## src/rtl/maze_pkg.sv

```systemverilog
// Shared MAZE mesh node definitions: field widths, packet layout, port indices.
package maze_pkg;

   localparam int PKT_TYPE_W = 2;
   localparam int NODE_ID_W  = 6;
   localparam int PKT_DATA_W = 8;

   // Requester / output port indices inside a node
   localparam int PORT_A = 0;
   localparam int PORT_N = 1;
   localparam int PORT_W = 2;
   localparam int PORT_S = 3;
   localparam int PORT_E = 4;

   typedef struct packed {
      logic [PKT_TYPE_W-1:0] ptype;
      logic                  qos;
      logic [NODE_ID_W-1:0]  src;
      logic [NODE_ID_W-1:0]  tgt;
      logic [PKT_DATA_W-1:0] data;
   } pkt_t;

   // Next index in a ring of n entries
   function automatic int wrap_inc(input int i, input int n);
      return (i + 1 >= n) ? 0 : i + 1;
   endfunction

endpackage

```

## src/rtl/node_out_arbiter_if.sv

```systemverilog
// Requester bundle plus registered output channel of one node output port.
interface node_out_arbiter_if
   import maze_pkg::*;
#(
   parameter int NREQ = 5,
   parameter int DW   = 8
);
   localparam int IW = $clog2(NREQ);

   logic [NREQ-1:0]            req_vld;
   logic [NREQ-1:0]            req_rdy;
   logic [PKT_TYPE_W*NREQ-1:0] req_type;
   logic [NREQ-1:0]            req_qos;
   logic [NODE_ID_W*NREQ-1:0]  req_src;
   logic [NODE_ID_W*NREQ-1:0]  req_tgt;
   logic [DW*NREQ-1:0]         req_data;
   logic [NREQ-1:0]            port_en;

   logic                       out_vld;
   logic                       out_rdy;
   logic [PKT_TYPE_W-1:0]      out_type;
   logic                       out_qos;
   logic [NODE_ID_W-1:0]       out_src;
   logic [NODE_ID_W-1:0]       out_tgt;
   logic [DW-1:0]              out_data;
   logic [IW-1:0]              out_gid;
   logic                       starve_evt;

   // Environment side: requesters, fault masks and the downstream sink
   modport master (
      output req_vld, req_type, req_qos, req_src, req_tgt, req_data, port_en, out_rdy,
      input  req_rdy, out_vld, out_type, out_qos, out_src, out_tgt, out_data, out_gid,
             starve_evt
   );

   // Arbiter side
   modport slave (
      input  req_vld, req_type, req_qos, req_src, req_tgt, req_data, port_en, out_rdy,
      output req_rdy, out_vld, out_type, out_qos, out_src, out_tgt, out_data, out_gid,
             starve_evt
   );

endinterface

```

## src/rtl/rr_pick.sv

```systemverilog
// Combinational round-robin picker: first set bit at or after ptr, wrapping.
module rr_pick #(
   parameter int NREQ = 5,
   parameter int IW   = $clog2(NREQ)
) (
   input  logic [NREQ-1:0] req,
   input  logic [IW-1:0]   ptr,
   output logic [NREQ-1:0] gnt,
   output logic [IW-1:0]   idx,
   output logic            any
);

   int            pos;
   logic [IW-1:0] pos_idx;

   // Scan from ptr upward modulo NREQ and take the first requester found
   always_comb begin
      gnt     = '0;
      idx     = '0;
      any     = 1'b0;
      pos     = 0;
      pos_idx = '0;
      for (int k = 0; k < NREQ; k++) begin
         pos = int'(ptr) + k;
         if (pos >= NREQ) pos = pos - NREQ;
         pos_idx = IW'(pos);
         if (!any && req[pos_idx]) begin
            any          = 1'b1;
            gnt[pos_idx] = 1'b1;
            idx          = pos_idx;
         end
      end
   end

endmodule

```

## src/rtl/node_out_arbiter.sv

```systemverilog
// Per-output-port arbiter: QoS-first round robin with starvation promotion,
// fault masking and a registered single-beat valid/ready output.
module node_out_arbiter
   import maze_pkg::*;
#(
   parameter int NREQ       = 5,
   parameter int DW         = 8,
   parameter int STARVE_LIM = 8
) (
   input logic               clk,
   input logic               rst_n,
   node_out_arbiter_if.slave bus
);

   localparam int            IW    = $clog2(NREQ);
   localparam int            CW    = 8;
   localparam logic [CW-1:0] LIM_C = CW'(STARVE_LIM);

   typedef struct packed {
      logic [PKT_TYPE_W-1:0] ptype;
      logic                  qos;
      logic [NODE_ID_W-1:0]  src;
      logic [NODE_ID_W-1:0]  tgt;
      logic [DW-1:0]         data;
   } out_pkt_t;

   // Unpacked views of the flat requester buses
   logic [PKT_TYPE_W-1:0] type_a [NREQ];
   logic [NODE_ID_W-1:0]  src_a  [NREQ];
   logic [NODE_ID_W-1:0]  tgt_a  [NREQ];
   logic [DW-1:0]         data_a [NREQ];

   for (genvar g = 0; g < NREQ; g++) begin : g_split
      assign type_a[g] = bus.req_type[g*PKT_TYPE_W +: PKT_TYPE_W];
      assign src_a[g]  = bus.req_src[g*NODE_ID_W +: NODE_ID_W];
      assign tgt_a[g]  = bus.req_tgt[g*NODE_ID_W +: NODE_ID_W];
      assign data_a[g] = bus.req_data[g*DW +: DW];
   end

   out_pkt_t      pkt_q, pkt_d;
   logic          vld_q, vld_d;
   logic [IW-1:0] gid_q, gid_d;
   logic [IW-1:0] ptr_hi_q, ptr_hi_d;
   logic [IW-1:0] ptr_lo_q, ptr_lo_d;
   logic [CW-1:0] wait_q [NREQ];
   logic [CW-1:0] wait_d [NREQ];
   logic          starve_q, starve_d;

   logic [NREQ-1:0] elig, promo, hi;
   logic [NREQ-1:0] hi_gnt, lo_gnt, winner, grant;
   logic [IW-1:0]   hi_idx, lo_idx, win_idx;
   logic            hi_any, lo_any, load, gnt_any;

   // Classify requesters into eligible and high-priority (qos or promoted)
   always_comb begin
      elig  = bus.req_vld & bus.port_en;
      promo = '0;
      for (int i = 0; i < NREQ; i++) begin
         promo[i] = (wait_q[i] == LIM_C);
      end
      hi = elig & (bus.req_qos | promo);
   end

   rr_pick #(.NREQ(NREQ), .IW(IW)) u_pick_hi (
      .req (hi),
      .ptr (ptr_hi_q),
      .gnt (hi_gnt),
      .idx (hi_idx),
      .any (hi_any)
   );

   rr_pick #(.NREQ(NREQ), .IW(IW)) u_pick_lo (
      .req (elig),
      .ptr (ptr_lo_q),
      .gnt (lo_gnt),
      .idx (lo_idx),
      .any (lo_any)
   );

   // High class wins outright; grant only when the output register can load
   always_comb begin
      load    = !vld_q || bus.out_rdy;
      gnt_any = load && lo_any && rst_n;
      winner  = hi_any ? hi_gnt : lo_gnt;
      win_idx = hi_any ? hi_idx : lo_idx;
      grant   = winner & {NREQ{gnt_any}};
   end

   // Next state of output register, pointers and starvation counters
   always_comb begin
      pkt_d    = pkt_q;
      vld_d    = vld_q;
      gid_d    = gid_q;
      ptr_hi_d = ptr_hi_q;
      ptr_lo_d = ptr_lo_q;
      starve_d = 1'b0;
      for (int i = 0; i < NREQ; i++) begin
         wait_d[i] = wait_q[i];
      end

      if (load) begin
         if (gnt_any) begin
            pkt_d.ptype = type_a[win_idx];
            pkt_d.qos   = bus.req_qos[win_idx];
            pkt_d.src   = src_a[win_idx];
            pkt_d.tgt   = tgt_a[win_idx];
            pkt_d.data  = data_a[win_idx];
            vld_d       = 1'b1;
            gid_d       = win_idx;
            if (hi_any) ptr_hi_d = IW'(wrap_inc(int'(win_idx), NREQ));
            else        ptr_lo_d = IW'(wrap_inc(int'(win_idx), NREQ));
         end else begin
            vld_d = 1'b0;
         end
      end

      for (int i = 0; i < NREQ; i++) begin
         if (!elig[i] || grant[i]) begin
            wait_d[i] = '0;
         end else if (gnt_any && (wait_q[i] != LIM_C)) begin
            wait_d[i] = wait_q[i] + CW'(1);
            if (wait_q[i] == LIM_C - CW'(1)) starve_d = 1'b1;
         end
      end
   end

   // State registers; reset drops any pending output packet immediately
   always_ff @(posedge clk or negedge rst_n) begin
      if (!rst_n) begin
         pkt_q    <= '0;
         vld_q    <= 1'b0;
         gid_q    <= '0;
         ptr_hi_q <= '0;
         ptr_lo_q <= '0;
         starve_q <= 1'b0;
         for (int i = 0; i < NREQ; i++) begin
            wait_q[i] <= '0;
         end
      end else begin
         pkt_q    <= pkt_d;
         vld_q    <= vld_d;
         gid_q    <= gid_d;
         ptr_hi_q <= ptr_hi_d;
         ptr_lo_q <= ptr_lo_d;
         starve_q <= starve_d;
         for (int i = 0; i < NREQ; i++) begin
            wait_q[i] <= wait_d[i];
         end
      end
   end

   assign bus.req_rdy    = grant;
   assign bus.out_vld    = vld_q;
   assign bus.out_type   = pkt_q.ptype;
   assign bus.out_qos    = pkt_q.qos;
   assign bus.out_src    = pkt_q.src;
   assign bus.out_tgt    = pkt_q.tgt;
   assign bus.out_data   = pkt_q.data;
   assign bus.out_gid    = gid_q;
   assign bus.starve_evt = starve_q;

endmodule

```

## src/flat_wrapper.sv

```systemverilog
// flat-port wrapper written by rule: the top's interface ports become plain ports
module node_out_arbiter_flat import maze_pkg::*;
#(
   parameter int NREQ       = 5,
   parameter int DW         = 8,
   parameter int STARVE_LIM = 8
)
  (clk, rst_n, bus_req_vld, bus_req_type, bus_req_qos, bus_req_src, bus_req_tgt, bus_req_data, bus_port_en, bus_out_rdy, bus_req_rdy, bus_out_vld, bus_out_type, bus_out_qos, bus_out_src, bus_out_tgt, bus_out_data, bus_out_gid, bus_starve_evt);
  node_out_arbiter_if #(.NREQ(NREQ), .DW(DW)) bus_i ();
  input logic clk;
  input logic rst_n;
  input wire logic [$bits(bus_i.req_vld)-1:0] bus_req_vld;
  input wire logic [$bits(bus_i.req_type)-1:0] bus_req_type;
  input wire logic [$bits(bus_i.req_qos)-1:0] bus_req_qos;
  input wire logic [$bits(bus_i.req_src)-1:0] bus_req_src;
  input wire logic [$bits(bus_i.req_tgt)-1:0] bus_req_tgt;
  input wire logic [$bits(bus_i.req_data)-1:0] bus_req_data;
  input wire logic [$bits(bus_i.port_en)-1:0] bus_port_en;
  input wire logic [$bits(bus_i.out_rdy)-1:0] bus_out_rdy;
  output wire logic [$bits(bus_i.req_rdy)-1:0] bus_req_rdy;
  output wire logic [$bits(bus_i.out_vld)-1:0] bus_out_vld;
  output wire logic [$bits(bus_i.out_type)-1:0] bus_out_type;
  output wire logic [$bits(bus_i.out_qos)-1:0] bus_out_qos;
  output wire logic [$bits(bus_i.out_src)-1:0] bus_out_src;
  output wire logic [$bits(bus_i.out_tgt)-1:0] bus_out_tgt;
  output wire logic [$bits(bus_i.out_data)-1:0] bus_out_data;
  output wire logic [$bits(bus_i.out_gid)-1:0] bus_out_gid;
  output wire logic [$bits(bus_i.starve_evt)-1:0] bus_starve_evt;
  assign bus_i.req_vld = bus_req_vld;
  assign bus_i.req_type = bus_req_type;
  assign bus_i.req_qos = bus_req_qos;
  assign bus_i.req_src = bus_req_src;
  assign bus_i.req_tgt = bus_req_tgt;
  assign bus_i.req_data = bus_req_data;
  assign bus_i.port_en = bus_port_en;
  assign bus_i.out_rdy = bus_out_rdy;
  assign bus_req_rdy = bus_i.req_rdy;
  assign bus_out_vld = bus_i.out_vld;
  assign bus_out_type = bus_i.out_type;
  assign bus_out_qos = bus_i.out_qos;
  assign bus_out_src = bus_i.out_src;
  assign bus_out_tgt = bus_i.out_tgt;
  assign bus_out_data = bus_i.out_data;
  assign bus_out_gid = bus_i.out_gid;
  assign bus_starve_evt = bus_i.starve_evt;
  node_out_arbiter #(.NREQ(NREQ), .DW(DW), .STARVE_LIM(STARVE_LIM)) u_core (.clk(clk), .rst_n(rst_n), .bus(bus_i));
endmodule
```

## config.mk

```make
export PLATFORM = sky130hd
export DESIGN_NAME = node_out_arbiter_flat
export DESIGN_NICKNAME = d
export VERILOG_FILES = /design/src/rtl/maze_pkg.sv /design/src/rtl/node_out_arbiter_if.sv /design/src/rtl/rr_pick.sv /design/src/rtl/node_out_arbiter.sv /design/src/flat_wrapper.sv
export SDC_FILE = /design/constraint.sdc
export NUM_CORES = 1
export LEC_CHECK = 0
export BUFFER_PORTS_ARGS = -buffer_cell sky130_fd_sc_hd__buf_2
export CORE_ASPECT_RATIO = 0.9
export CORE_UTILIZATION = 58
export DETAILED_ROUTE_END_ITERATION = 8
export PLACE_DENSITY = 0.83
export REMOVE_ABC_BUFFERS = 1
export SYNTH_ARGS = -nofsm -noshare
export SYNTH_HDL_FRONTEND = slang
export SYNTH_SLANG_ARGS = --single-unit
```

## constraint.sdc

```tcl
create_clock -name clk -period 6 [get_ports clk]
set_clock_uncertainty 0.15 [all_clocks]
set_input_delay 0.3 -clock clk [delete_from_list [all_inputs] [get_ports clk]]
set_output_delay 0.3 -clock clk [all_outputs]
set_load 0.02 [all_outputs]
```

==> flow_summary.toml, run 1 <==
[synthesis]
synthDistinctLibCells = 109
netlist_top_cells_count = "93 x nor2_1, 74 x dfrtp_1, 70 x nand2_1"
synth_cells = 1013
async_flop_share_pct = 100
synthTopCellsByArea = "dfrtp_1 22%, ha_1 4.2%, nor2_1 4.2%, a211o_1 3.2%, nand2_1 3.2%"
yosysMostFrequentCell = "nor2_1"
synth_top_area_share_pct = 22.3
syn_area_per_cell_um2 = 8.21
yosys_warnings = 0
yosysSeqAreaShare_pct = 22.3
synth_flop_cell = "dfrtp_1"
yosysTopAreaCell = "dfrtp_1"
ys_seq_elements = 74
synth_area_um2 = 8320
synth_enable_flop_cells = 0

[die]
dieWidth_um = 128
die_area_um2 = 14800
rows = 41
io_pins = 161
core_um2 = 14000
die_h_um = 116
start_util_pct = 59.4

[routing]
drt_wl_total_mm = 25.2
drc = 0
vias = 8759
drt-initial-drc-count = 1229
viasPerCell = 6.59
wl_per_cell_um = 19.0
ant_nets = 0
dr.pass1.iters = 6

[sta]
fmax_ghz = 0.185
fin_ws_ns = 0.584
rsz0062_at_grt = "no"
finalMaxSlewViolations = 0
slew-limit-headroom_pct = 36.7
worst_pin_slew_ns = 0.945
fin_setup_tns_ns = 0
hold_viol = 0
setup_viol = 0
period_minus_slack_ns = 5.42
fin_crit_sh_pct = 90.3

[clock_network]
cts_max_path_buffers = 2
cts_made_buffers = 9
clock_latency_ns = 0.34
cts_tree = "built"
post_cts_buffers = 0
htree_levels = 3
ctsRootBufferMaster = "clkbuf_16"
clkTransAtPathRegs_ns = 0.06
cts.sinks = 74

[placement]
hpwl_mm = 17.8
portBuffers = 160
pre_cts_ws_ns = 0.591
placed_area_um2 = 9140
gp_congestion = 0.978
dp_cells = 1313

[critical_path]
critPathRequiredTime_ns = 6.08
cp-end-kind = "flip-flop"
path_max_fanout = 92
ff2ff_path_depth = 14
critPathLaunchType = "flip-flop"
critPathKind = "flip-flop to flip-flop"
r2r_slack_ns = 0.58
timing.rr.end = "u_core.bus.out_type[0]$_DFFE_PN0P_"
r2r_start = "u_core.ptr_lo_q[1]$_DFFE_PN0P_"
worstPathArrival_ns = 5.49

[hold_path]
hold_class = "input pin to flip-flop"
holdPathStages = 2
min_from = "bus_req_src[27]"
min_to = "u_core.bus.out_src[3]$_DFFE_PN0P_"

[global_route]
grt_pass1_vias = 7692
antenna_found_initial = 0
grt_pass1_wl_mm = 38.8
grt-ovfl-total = 0
grt_usage_pct = 32.9
grt_max_degree = 93

[status]
status = "completed"

[cells_and_area]
fin_nets = 1290
area_delta_synth_final_pct = 13.9
final_cells = 1330
drive_above_1_share_pct = 23.6
design_area_um2 = 9470
antenna_cells = 0

[run]
drv_cap = 0
## state kept, by name, indices dropped and copies added (netlist names)
register and count:
u_core.bus.out_qos 1, u_core.ptr_lo_q 3, u_core.ptr_hi_q 3, u_core.bus.out_type 2, u_core.wait_q 40, u_core.bus.out_vld 1, u_core.bus.out_tgt 6, u_core.bus.out_data 8
u_core.bus.out_src 6, u_core.bus.starve_evt 1, u_core.bus.out_gid 3
## stage by stage
stage | utilization [%] | hold slack (ns)
after global placement | 65.3 | -0.00878
after floorplan | - | -0.146
after global routing | 67.6 | 0.0130
final | 67.6 | 0.0146
after detailed placement | 65.3 | -0.00853
after CTS | 67.6 | 0.0119
## worst max path at each step
stage                                         from                                  to  slack (ns)  cells past startpoint
finish              u_core.ptr_lo_q[1]$_DFFE_PN0P_  u_core.bus.out_type[0]$_DFFE_PN0P_        0.58                     14
global route        u_core.ptr_lo_q[1]$_DFFE_PN0P_  u_core.bus.out_type[0]$_DFFE_PN0P_        0.24                     14
CTS                 u_core.ptr_lo_q[1]$_DFFE_PN0P_  u_core.bus.out_type[0]$_DFFE_PN0P_        0.55                     14
detailed placement  u_core.ptr_lo_q[1]$_DFFE_PN0P_   u_core.bus.out_src[1]$_DFFE_PN0P_        0.59                     14
global placement    u_core.ptr_lo_q[1]$_DFFE_PN0P_   u_core.bus.out_tgt[1]$_DFFE_PN0P_        0.80                     14
floorplan           u_core.ptr_lo_q[0]$_DFFE_PN0P_      u_core.ptr_hi_q[0]$_DFFE_PN0P_       -0.39                     15
## worst max-delay path: stages, from the launching register on
cell      delay (ns)
dfrtp_1         0.65
inv_1           0.22
ha_1            0.28
ha_1            0.49
inv_1           0.15
o31ai_1         0.57
a21oi_1         0.11
o22ai_2         0.44
nand4b_1        0.30
nor4b_2         0.26
o221ai_4        0.21
buf_4           0.69
a21boi_0        0.20
o211a_1         0.26
a211o_1         0.27
## repair_timing
item	in CTS	in global routing
setup endpoints to repair	0	4
hold buffers	1	0
hold endpoints to repair	4	0
resized for setup	0	1
## area by class of cell
cell class                 count  area, um^2
fill                        1161        4530
multi-input combinational    832        5980
clock inverter                 5        78.8
sequential                    74        1850
inverter                      37         141
timing repair buffer         178         941
clock buffer                  11         233
tap                          193         241
## cells in the final DEF (no fill, tap or decap), types with 11 or more instances in the layout
master    instances
nand3_1          29
nand2_1          70
xnor2_1          21
inv_1            32
nand4_1          20
o211a_1          25
a31o_2           22
o31ai_1          29
and3_1           32
dfrtp_1          74
a21oi_1          31
a41oi_1          11
nor3_1           24
o21ai_0          21
a211o_1          30
a21boi_1         26
a21o_1           12
nor2_1           93
o21a_1           12
and2_1           30
ha_1             28
a21boi_0         21
o22a_1           22
xor2_1           18
nand2b_1         19
buf_4            18
buf_2           159
## layer usage
layer / global-route usage (%) / routed length (um)
met1: 45.6 / 10700
met5: 0 / 0
met2: 51.6 / 11600
met3: 7.57 / 2450
met4: 8.86 / 477
## cells by family after synthesis
kind of cell | synth area share, %
and+or+nand+nor | 25.2
AOI/OAI and AO/OA | 36.0
buffers and inverters | 6.29
DFF | 22.3
xor gates and xnor gates | 4.11
adders and majority gates | 4.69
muxes | 1.41
Power of run 1 is left out: the tool's default activity adds up to more than one toggle a clock period on the data nets, which glitch-free logic cannot reach.
==> run 2: changes to the inputs <==
--- a/config.mk
+++ b/config.mk
@@ -7,9 +7,9 @@
 export LEC_CHECK = 0
 export BUFFER_PORTS_ARGS = -buffer_cell sky130_fd_sc_hd__buf_2
 export CORE_ASPECT_RATIO = 0.9
-export CORE_UTILIZATION = 58
+export CORE_UTILIZATION = 52
 export DETAILED_ROUTE_END_ITERATION = 8
-export PLACE_DENSITY = 0.83
+export PLACE_DENSITY = 0.79
 export REMOVE_ABC_BUFFERS = 1
 export SYNTH_ARGS = -nofsm -noshare
 export SYNTH_HDL_FRONTEND = slang
==> constraint.sdc (replaced) <==
create_clock -name clk -period 4.75 [get_ports clk]
set_clock_uncertainty 0.15 [all_clocks]
set_input_delay 0.2375 -clock clk [delete_from_list [all_inputs] [get_ports clk]]
set_output_delay 0.2375 -clock clk [all_outputs]
set_load 0.02 [all_outputs]
==> flow_summary.toml, run 2 (same netlist as run 1, synthesis figures left out) <==
[critical_path]
worstPathCellList = "inv_2 > ha_1 > inv_1 > fa_1 > nand2b_1 > or2_2 > a211oi_1 > a21o_1 > o32ai_2 > nor4_4 > buf_4 > o311ai_0 > o21ai_1 > nor2_1 > buf_2"
crit_slowest_cell = "fa_1"
timing.rr.end = "u_core.bus.out_src[2]$_DFFE_PN0P_"
critPathRequiredTime_ns = 4.36
cpPeakStageDelay_ns = 0.49
cp-end-kind = "primary output"
worstPathArrival_ns = 4.22
r2r_start = "u_core.ptr_hi_q[0]$_DFFE_PN0P_"
critPathKind = "flip-flop to primary output"
r2r_slack_ns = 0.16
critPathLaunchType = "flip-flop"
startpoint = "u_core.ptr_hi_q[0]$_DFFE_PN0P_"
crit_path_end = "bus_req_rdy[0]"
path_max_fanout = 10
ff2ff_path_depth = 15

[die]
start_util_pct = 53.7
io_pins = 161
core_um2 = 15500
die_area_um2 = 16500
dieWidth_um = 135
rows = 43
die_h_um = 122

[placement]
hpwl_mm = 19.2
gp_congestion = 0.966
portBuffers = 160
placed_area_um2 = 9340

[global_route]
grt_usage_pct = 31.9
grt_pass1_wl_mm = 41.6
grt-ovfl-total = 0
antenna_found_initial = 0
grt_pass1_vias = 8135
grt_max_degree = 93

[clock_network]
htree_levels = 3
cts_max_path_buffers = 2
cts_tree = "built"
cts.sinks = 74
ctsRootBufferMaster = "clkbuf_16"
clkTransAtPathRegs_ns = 0.06
cts_made_buffers = 9
clock_latency_ns = 0.35

[cells_and_area]
largest_reg_flops = 40
max_flop_register = "u_core.wait_q"
fin_nets = 1331
area_delta_synth_final_pct = 19.1
final_cell_mix = "159 x buf_2, 93 x nor2_1, 73 x dfrtp_1"
final_common_cell = "buf_2"
antenna_cells = 0
design_area_um2 = 9910
drive_above_1_share_pct = 24.8

[sta]
holdWs_ns = 0.0934
worst_pin_slew_ns = 0.885
rsz0062_at_grt = "yes"
slew-limit-headroom_pct = 41.0
finalMaxSlewViolations = 0
fin_crit_sh_pct = 97.0
fmax_ghz = 0.217
period_minus_slack_ns = 4.61
setup_viol = 0
hold_viol = 0

[run]
drv_cap = 0

[hold_path]
hold_class = "input pin to flip-flop"

[routing]
drt_wl_total_mm = 26.9
wl_per_cell_um = 19.5
dr.pass1.iters = 6
ant_nets = 0
vias = 9031
viasPerCell = 6.54
drc = 0
drt-initial-drc-count = 1086

[status]
status = "completed"
-- run 2: cell types whose count changed in the layout (fill, tap and decap cells not counted), moves of 2 or more --
cell           change
dlygate4sd3_1     +22
buf_4             +15
buf_12             +4
inv_6              +2
clkbuf_8           +2
clkbuf_1           -2
-- run 2: through the flow --
| step | setup TNS [ns] | instances | util [%] | worst slack, ns |
|---|---|---|---|---|
| 2_1_floorplan | -50.35 | 943 | - | -1.64 |
| 3_3_place_gp | 0 | 1340 | 60.3 | 0.418 |
| 3_5_place_dp | 0 | 1340 | 60.3 | 0.372 |
| 4_1_cts | 0 | 1379 | 63.8 | 0.00329 |
| 5_1_grt | -0.000892 | 1380 | 63.9 | -0.000892 |
| 6_report | 0 | 1380 | 63.9 | 0.144 |
-- run 2: how the worst min path moves through the flow --
stage,from,endpoint,slack [ns],depth (start not counted)
after floorplan,rst_n,u_core.bus.out_data[0]$_DFFE_PN0P_,-0.21,0
after global placement,rst_n,u_core.bus.out_gid[1]$_DFFE_PN0P_,-0.04,1
after detailed placement,rst_n,u_core.bus.out_gid[1]$_DFFE_PN0P_,-0.04,1
after CTS,bus_req_qos[4],u_core.bus.out_qos$_DFFE_PN0P_,0.09,3
after global routing,bus_req_qos[4],u_core.bus.out_qos$_DFFE_PN0P_,0.1,3
final,bus_req_qos[4],u_core.bus.out_qos$_DFFE_PN0P_,0.09,3
-- run 2: timing repair --
action | 4_1_cts | 5_1_grt
endpoints found under the setup margin | 0 | 10
endpoints found under the hold margin | 29 | 0
hold buffers | 23 | 0
setup buffers | 0 | 1
gates resized for setup | 0 | 5
-- run 2: cell type report --
type                       count  area, um^2
fill                        1308        5590
clock buffer                  11         253
tap                          202         253
inverter                      37         141
timing repair buffer         219        1350
clock inverter                 5        57.6
sequential                    74        1850
multi-input combinational    832        5990
-- run 2: metal layers --
| layer | track usage, % | vias up | wire [um] |
|---|---|---|---|
| met1 | 42.3 | 4284 | 11500 |
| met3 | 5.95 | 98 | 2160 |
| met5 | 0 | - | 0 |
| li1 | - | 4197 | - |
| met2 | 50.8 | 452 | 12300 |
| met4 | 13.4 | 0 | 913 |
-- run 2: worst max-delay path, delay by kind of cell, from the launching register on --
kind / cells / cell delay [ns]
adders and majority gates: 2 / 0.69
buffers and inverters: 4 / 0.61
and+or+nand+nor: 4 / 0.87
AOI/OAI and AO/OA: 5 / 1.30
DFF: 1 / 0.39
Power of run 2 is left out for the same reason.
==> run 3: changes to the inputs <==
--- a/config.mk
+++ b/config.mk
@@ -6,7 +6,9 @@
 export NUM_CORES = 1
 export LEC_CHECK = 0
 export BUFFER_PORTS_ARGS = -buffer_cell sky130_fd_sc_hd__buf_2
+export CAP_MARGIN = 5
 export CORE_ASPECT_RATIO = 0.9
+export CORE_MARGIN = 2
 export CORE_UTILIZATION = 52
 export DETAILED_ROUTE_END_ITERATION = 8
 export PLACE_DENSITY = 0.79
==> flow_summary.toml, run 3 (same netlist as run 1, synthesis figures left out) <==
[clock_network]
cts_max_path_buffers = 2
cts.sinks = 74
cts_made_buffers = 9
ctsRootBufferMaster = "clkbuf_16"
clock_latency_ns = 0.35
cts_tree = "built"
htree_levels = 3
clkTransAtPathRegs_ns = 0.07

[global_route]
grt_usage_pct = 30.7
antenna_found_initial = 0
grt_pass1_vias = 8326
grt_pass1_wl_mm = 41.4
grt_max_degree = 93
grt-ovfl-total = 0

[routing]
ant_nets = 0
dr.pass1.iters = 7
vias = 8947
drt_wl_total_mm = 27.0
drt-initial-drc-count = 1200
viasPerCell = 6.46
drc = 0
wl_per_cell_um = 19.5

[die]
die_area_um2 = 17000
rows = 43
core_um2 = 15500
io_pins = 161
start_util_pct = 53.5
dieWidth_um = 137
die_h_um = 124

[critical_path]
critical-path-top-delay-family = "compound AO/OA/AOI/OAI gates"
cpPeakStageDelay_ns = 0.54
crit_slowest_cell = "fa_1"
path_max_fanout = 21
critPathMostFrequentCell = "buf_4"
worstPathArrival_ns = 4.12
critPathLaunchType = "flip-flop"
r2r_start = "u_core.ptr_hi_q[0]$_DFFE_PN0P_"
critPathRequiredTime_ns = 4.36
r2r_slack_ns = 0.24
ff2ff_path_depth = 18
timing.rr.end = "u_core.ptr_hi_q[1]$_DFFE_PN0P_"
startpoint = "u_core.ptr_lo_q[0]$_DFFE_PN0P_"
path_buf_inv = 5
cp-end-kind = "primary output"
worstPathCellList = "inv_2 > ha_1 > inv_1 > fa_1 > nand2b_1 > o21ai_1 > o21ai_0 > a22oi_2 > buf_4 > o311a_1 > buf_4 > o21ai_2 > nor2_1 > buf_2"
critPathKind = "flip-flop to primary output"

[sta]
slew-limit-headroom_pct = 29.8
hold_viol = 0
finalMaxSlewViolations = 0
period_minus_slack_ns = 4.51
fmax_ghz = 0.222
fin_setup_tns_ns = 0
setup_viol = 0
fin_crit_sh_pct = 94.9
worst_pin_slew_ns = 1.05
fin_ws_ns = 0.242

[placement]
pre_cts_ws_ns = 0.144
portBuffers = 160
gp_congestion = 1.02
hpwl_mm = 19.0
dp_cells = 1340

[hold_path]
holdPathStages = 3
min_from = "bus_req_qos[4]"
min_to = "u_core.bus.out_qos$_DFFE_PN0P_"
hold_class = "input pin to flip-flop"

[cells_and_area]
multiInputGateArea_um2 = 6030
area_delta_synth_final_pct = 19.3
fin_nets = 1335
final_cells = 1384
final_common_cell = "buf_2"
final_cell_mix = "159 x buf_2, 93 x nor2_1, 73 x dfrtp_1"
drive_above_1_share_pct = 25.5
seqCellArea_um2 = 1850
n_fill_cell = 1330
max_flop_register = "u_core.wait_q"
largest_reg_flops = 40
antenna_cells = 0

[status]
status = "completed"

[run]
drv_cap = 0
[run 3: how the worst max path moves through the flow]
stage	end	slack, ns	cells past startpoint
2_1_floorplan	u_core.ptr_hi_q[0]$_DFFE_PN0P_	-1.64	15
3_3_place_gp	u_core.bus.out_data[7]$_DFFE_PN0P_	0.28	12
3_5_place_dp	u_core.bus.out_data[2]$_DFFE_PN0P_	0.14	12
4_1_cts	bus_req_rdy[0]	0.03	12
5_1_grt	bus_req_rdy[0]	-0.02	14
6_report	bus_req_rdy[0]	0.24	14
[run 3: through the flow]
step / cell area, um^2 / util, % / hold WS (ns)
finish: 9920 / 63.8 / 0.0990
global route: 9920 / 63.8 / 0.124
CTS: 9840 / 63.3 / 0.0879
detailed placement: 9300 / 59.8 / 0.134
global placement: 9300 / 59.8 / 0.130
floorplan: 7940 / - / -0.208
[run 3: final cells by class]
cell class / instances / share of cell area [%]
clock buffers: 11 / 2.45
clock inverters: 5 / 0.643
inverters: 37 / 1.42
multi-input cells: 833 / 60.8
flip-flops and latches: 74 / 18.7
well taps: 202 / 2.55
repair buffers: 222 / 13.5
[run 3: timing repair]
item	CTS	global route
gates resized for setup	0	12
setup endpoints to repair	0	52
hold endpoints to repair	61	0
buffers inserted	0	4
hold buffers	23	0
[run 3: layer usage]
layer	up-vias	GRT usage, %	wire length [um]	part of all wire [%]
met1	4214	40.3	11200	41
li1	4190	-	-	-
met5	-	0	0	0
met4	0	9.60	658	2.4
met2	466	51.4	12700	47
met3	77	5.70	2400	8.9
[run 3: worst min-delay path, delay by kind of cell]
kind / cells / cell delay, ns
buf+inv: 2 / 0.21
compound gates: 1 / 0.10
Power of run 3 is left out for the same reason.
